<file path="config.mk">
export PLATFORM = sky130hd
export DESIGN_NAME = reg_list_sequencer
export DESIGN_NICKNAME = d
export VERILOG_FILES = /design/src/rtl/reg_seq_pkg.sv /design/src/rtl/lowest_set_enc.sv /design/src/rtl/reg_list_sequencer.sv
export SDC_FILE = /design/constraint.sdc
export NUM_CORES = 1
export LEC_CHECK = 0
export CELL_PAD_IN_SITES_DETAIL_PLACEMENT = 0
export CELL_PAD_IN_SITES_GLOBAL_PLACEMENT = 1
export CORE_MARGIN = 1
export CORE_UTILIZATION = 39
export DETAILED_ROUTE_END_ITERATION = 8
export PLACE_DENSITY = 0.95
export SLEW_MARGIN = 10
export SYNTH_ARGS = -nofsm -noshare
export SYNTH_HDL_FRONTEND = slang
export SYNTH_SLANG_ARGS = --single-unit
export TNS_END_PERCENT = 50
</file>
<file path="constraint.sdc">
create_clock -name clk -period 4.9 [get_ports clk]
set_input_delay 0.98 -clock clk [delete_from_list [all_inputs] [get_ports clk]]
set_output_delay 0.98 -clock clk [all_outputs]
set_load 0.05 [all_outputs]
</file>
<file path="src/rtl/reg_seq_pkg.sv">
// Shared types and helpers for the LDM/STM register-list sequencer.
package reg_seq_pkg;

  typedef enum logic [1:0] {IDLE, XFER, DONE} seq_state_e;

  localparam int WORD_BYTES = 4;

  function automatic logic [4:0] popcount16(input logic [15:0] v);
    logic [4:0] c;
    c = '0;
    for (int i = 0; i < 16; i++) c = c + {4'd0, v[i]};
    return c;
  endfunction

endpackage

</file>
<file path="src/rtl/lowest_set_enc.sv">
// Priority encoder: index of the lowest set bit plus an any-set flag.
module lowest_set_enc #(
  parameter int LIST_W = 16,
  parameter int RN_W   = 5
) (
  input  logic [LIST_W-1:0] list,
  output logic [RN_W-1:0]   idx,
  output logic              any
);

  // Scan from the top so the lowest set bit is written last and wins.
  always_comb begin
    idx = '0;
    for (int i = LIST_W - 1; i >= 0; i--)
      if (list[i]) idx = RN_W'(i);
  end

  assign any = |list;

endmodule

</file>
<file path="src/rtl/reg_list_sequencer.sv">
// LDM/STM block-transfer sequencer: walks a register list in ascending order,
// one register/address pair per memory handshake. Build with
// REG_SEQ_WRITEBACK_EN to enable the final-base writeback strobe.
module reg_list_sequencer
  import reg_seq_pkg::*;
#(
  parameter int LIST_W = 16,
  parameter int RN_W   = 5,
  parameter int ADDR_W = 32
) (
  input  logic              clk,
  input  logic              rst_n,
  input  logic              start,
  input  logic [LIST_W-1:0] reg_list,
  input  logic [ADDR_W-1:0] base_addr,
  input  logic              up,
  input  logic              wb_req,
  input  logic              xfer_ready,
  output logic              xfer_valid,
  output logic [RN_W-1:0]   rf_addr,
  output logic [ADDR_W-1:0] mem_addr,
  output logic              rf_sel,
  output logic              busy,
  output logic              done,
  output logic              wb_valid,
  output logic [ADDR_W-1:0] wb_addr
);

  seq_state_e        state;
  logic [LIST_W-1:0] pending;
  logic [LIST_W-1:0] pending_nxt;
  logic [ADDR_W-1:0] addr_q;
  logic [ADDR_W-1:0] ofs;
  logic [RN_W-1:0]   enc_idx;
  logic              enc_any;
  logic              fire;

  lowest_set_enc #(.LIST_W(LIST_W), .RN_W(RN_W)) u_enc (
    .list (pending),
    .idx  (enc_idx),
    .any  (enc_any)
  );

  // Clearing the lowest set bit is exactly the beat the encoder just named.
  assign pending_nxt = pending & (pending - LIST_W'(1));
  assign ofs         = ADDR_W'(popcount16(16'(reg_list))) * ADDR_W'(WORD_BYTES);
  assign fire        = xfer_valid & xfer_ready;

`ifdef REG_SEQ_WRITEBACK_EN
  logic              wb_q;
  logic [ADDR_W-1:0] wb_addr_q;
`endif

  always_ff @(posedge clk or negedge rst_n) begin
    if (!rst_n) begin
      state   <= IDLE;
      pending <= '0;
      addr_q  <= '0;
`ifdef REG_SEQ_WRITEBACK_EN
      wb_q      <= 1'b0;
      wb_addr_q <= '0;
`endif
    end else begin
      case (state)
        IDLE: if (start) begin
          pending <= reg_list;
          addr_q  <= up ? base_addr : base_addr - ofs;
`ifdef REG_SEQ_WRITEBACK_EN
          wb_q      <= wb_req;
          wb_addr_q <= up ? base_addr + ofs : base_addr - ofs;
`endif
          state   <= (|reg_list) ? XFER : DONE;
        end
        XFER: if (fire) begin
          pending <= pending_nxt;
          addr_q  <= addr_q + ADDR_W'(WORD_BYTES);
          if (pending_nxt == '0) state <= DONE;
        end
        DONE:    state <= IDLE;
        default: state <= IDLE;
      endcase
    end
  end

  assign rf_sel     = (state == XFER);
  assign xfer_valid = rf_sel & enc_any;
  assign busy       = (state != IDLE);
  assign done       = (state == DONE);
  assign rf_addr    = rf_sel ? enc_idx : '0;
  assign mem_addr   = rf_sel ? addr_q  : '0;

`ifdef REG_SEQ_WRITEBACK_EN
  assign wb_valid = done & wb_q;
  assign wb_addr  = wb_valid ? wb_addr_q : '0;
`else
  logic unused_wb;
  assign unused_wb = wb_req;
  assign wb_valid  = 1'b0;
  assign wb_addr   = '0;
`endif

endmodule

</file>
==> run summary <==
The final reports fail on setup timing. The kind of end point of the critical path is a register. The most common cell in the synthesized netlist is nor2_1. The worst path needs 5.56 ns of the cycle, external delays included. The run gives 128 as the total I/O pin count. Setup repair after global routing could not meet its margin everywhere. The combined flip-flop and latch cell area came out at 0.00125 mm^2.

The run gives 5.12 ns as the critical path required time. In this run the power density over the cells is 770 mW/mm^2. The run gives 67 as the number of library cell types mapped by synthesis. The share of the clock period used by the worst path after layout is 1.13, and the mean routed wirelength per cell is 16.9 um. Clock tree root buffer cell: clkbuf_16.

The first global-routing pass estimated 23400 um of wire. The tools report the number of iterations in the first detailed-routing pass as 5. The floorplan die height is 113 um.

Of all nets on the critical path, the largest fanout is 4. The area occupied by multi-input gates is 0.00331 mm^2, and the total routing resource utilization after global routing is 0.228. The kind of cell with the highest combined delay along the critical path is adder cells. The critical path goes through buf_8 > inv_4 > fa_1 > fa_1 > fa_1 > fa_1 > inv_2 > ha_4 > inv_2 > fa_2 > nor2b_2 > o21ai_2 > ha_2 > or3_4 > or3_4 > buf_6 > nor4_4 > xor2_1 > nor2_1 > a211oi_2. Once layout is complete, the cells apart from fillers number 862. The synthesis-stage register bit count was 50. TritonCTS built the clock tree. The maximum number of pins on one net before global-route repair is 53. Summing every instance area after synthesis gives 0.00480 mm^2.

The clock tree synthesis step divided the H-tree into 2 levels. The most crowded layer after global routing is met2. The tools report the total count of hold-check failures in the final report as 0. The tools report the effective utilization at floorplan as 0.400. The tightest min-delay check is of the reg -> reg type. The post-place instance area is 0.00586 mm^2. The max-slew violation count was 0; the count of input and output buffers was 92.

The most instantiated flip-flop cell in the synthesis netlist is dfrtp_1. On the worst path, the slowest cell contributes a delay of 0.55 ns. Summed over all layers, the routed wires come to 14600 um. The count of endpoints failing setup in the final report is 28, and the upper clock frequency limit is 180 MHz. The run gives 0.528 as the final cell utilization of the core.

Counting the fill cells in the layout gives 1096. The logs give 0 for the number of antenna violations at the first check in global routing and 381 for the iteration-0 DRC count of the detailed router. The width of the die was 113 um; the worst max-slew margin expressed relative to the limit was 0.468. The run finished, with violations left.

After routing the design area is 0.00635 mm^2. Including well taps, the total number of placed cells is 837. Yosys attributes the largest share of cell area to dfrtp_1 26%, buf_4 5.3%, a21oi_1 4.7%.

The logs give 0 for the number of buffers inserted by hold repair at cts and 0.000410 V for the worst ir drop on vdd. The clock net sink count is 50, and the leftover overflow at the end of global routing is 0. After detailed routing, the number of vias per cell comes to 5.77.

The tools report the number of max-cap violations as 0. For the global routing usage on met2, the log shows 0.386. The smallest setup slack after layout was -0.658 ns. The fraction of post-synthesis cell area in the top cell type by area was 0.261; the clock latency reported for the late side of the worst-skew pair was 0.30 ns. After floorplanning, the core was sized to cover 0.0120 mm^2. The half-perimeter wire length of the detailed placement result came out at 10500 um. Kind of critical path: in -> reg. Compared with the post-synthesis result, the final layout area differs by 32.2%.

The count of antenna-violating nets left after detailed routing was 0; the area of the die was 0.0128 mm^2. The fraction of final layout cells with drive strength greater than 1 works out to 0.178. After clock tree synthesis, the clock-pin slew on the worst setup and hold paths is 0.07 ns.

The logs give 2.53 nW for the leakage power total and 0.865 for the routability congestion estimate. In this run, CTS created clock tree buffers numbering 5. At the worst endpoint, the arrival time is 5.77 ns.

At the pin with the least slew margin, the transition time is 0.792 ns. Final antenna diode count: 0. The critical path's slowest cell was fa_1. The cell count after synthesis came out at 605. The run gives 0.0295 as the fraction of met3 tracks used by global routing. For this run, the post-layout net count is 791. The mean cell area of the mapped netlist is 7.94 um^2, and the share of synthesized registers carrying an async set or reset is 1.00.

Across all layers, the routed design uses 4975 vias. The critical path contains buffers and inverters numbering 5 combined. The most numerous cell type found on the critical path is fa_1. The via count of the first global-routing pass was 4762. The critical path startpoint category was an input pin. In the routed design, unresolved DRC markers number 0. The maximum buffer depth of the clock tree came out at 2.

By count the netlist is led by 57 x nor2_1, 50 x dfrtp_1, 45 x a21oi_1, 42 x inv_1, 42 x o21ai_0. The met1 global-route usage was 0.293. The number of synthesized flops with an enable pin is 0. Clock skew on the completed layout was measured at 0.0122 ns.

The site row count was 40. Largest area contributor in the netlist: dfrtp_1. The Yosys step of the flow raised 0 warnings.

The run gives 0.261 as the sequential fraction of the synthesis area.
[routing by layer]
| metal | share of wire | vias up |
|---|---|---|
| met1 | 0.42 | 2368 |
| li1 | - | 2314 |
| met5 | 0 | - |
| met2 | 0.48 | 251 |
| met4 | 0.031 | 0 |
| met3 | 0.068 | 42 |
[cells in the final DEF, fill, tap and decap left out, types with 7 or more instances in the layout]
cell,instances
nor3_1,23
inv_1,31
conb_1,34
buf_6,11
buf_4,38
xor2_1,12
a211oi_1,8
nor2_1,56
nand2_1,35
fa_1,9
ha_1,8
xnor2_1,10
a21oi_1,45
and2_1,35
clkdlybuf4s50_1,80
nor4_1,10
nor4_2,7
dfrtp_1,50
nand4_1,13
nand3_1,15
o21ai_0,39
inv_2,8
[cell families (layout without fill, tap and decap cells)]
family / after synthesis / in the layout / synth area share
adder cells (fa/ha/maj): 24 / 24 / 0.0792
XOR/XNOR: 25 / 25 / 0.0456
buffers and inverters: 109 / 186 / 0.114
multiplexers: 1 / 1 / 0.00208
flip-flops: 50 / 50 / 0.261
AND/OR/NAND/NOR: 239 / 239 / 0.283
AO/OA/AOI/OAI: 156 / 156 / 0.214
other: 1 / 34 / 0.000781
[per-stage QoR]
step | worst slack (ns) | hold WS (ns) | setup TNS [ns] | power [mW]
2_1_floorplan | -0.589 | 0.437 | -9.06 | 3.19
3_3_place_gp | -1.42 | 0.449 | -35.13 | 4.12
3_5_place_dp | -1.50 | 0.480 | -37.46 | 4.19
4_1_cts | -0.747 | 0.496 | -15.31 | 4.64
5_1_grt | -0.867 | 0.509 | -19.59 | 5.21
6_report | -0.658 | 0.486 | -13.36 | 4.89
[tightest hold or removal path, stage by stage (launching register included)]
cell,delay [ns]
dfrtp_1,0.35
nand2_1,0.05
nand2_1,0.06
[registers in the layout, summed over array words and instances (netlist names)]
signal	flops
addr_q	32
pending	16
state	2
[power breakdown]
| group | leakage [nW] | switching [mW] | total, mW | internal, mW |
|---|---|---|---|---|
| clock network | 0.0771 | 0.159 | 0.401 | 0.242 |
| logic | 1.86 | 2.20 | 3.57 | 1.37 |
| registers | 0.591 | 0.306 | 0.919 | 0.613 |
| total | 2.53 | 2.67 | 4.89 | 2.22 |
[repair_timing]
item | in CTS | in global routing
endpoints found under the setup margin | 29 | 28
pin swaps | 25 | 34
setup buffers | 11 | 6
gates resized for setup | 60 | 32
[area by class of cell]
cell class	instances	area share
well taps	147	0.0290
clock buffers	6	0.0203
repair buffers	136	0.199
clock inverters	2	0.00591
flip-flops and latches	50	0.197
multi-input cells	479	0.521
inverters	42	0.0268
[final timing paths]
check                              from     endpoint  slack [ns]  depth (start not counted)
setup / recovery           reg_list[11]   addr_q[20]       -0.66                         20
hold / removal                addr_q[0]    addr_q[0]        0.49                          2
setup reg to reg               state[0]    addr_q[9]        1.48                          8
hold reg to reg               addr_q[0]    addr_q[0]        0.49                          2
max in group asynchronous         rst_n  pending[15]        3.65                          2
min in group asynchronous         rst_n   addr_q[25]        0.79                          2
No activity file was read; power rests on OpenSTA's default activity.
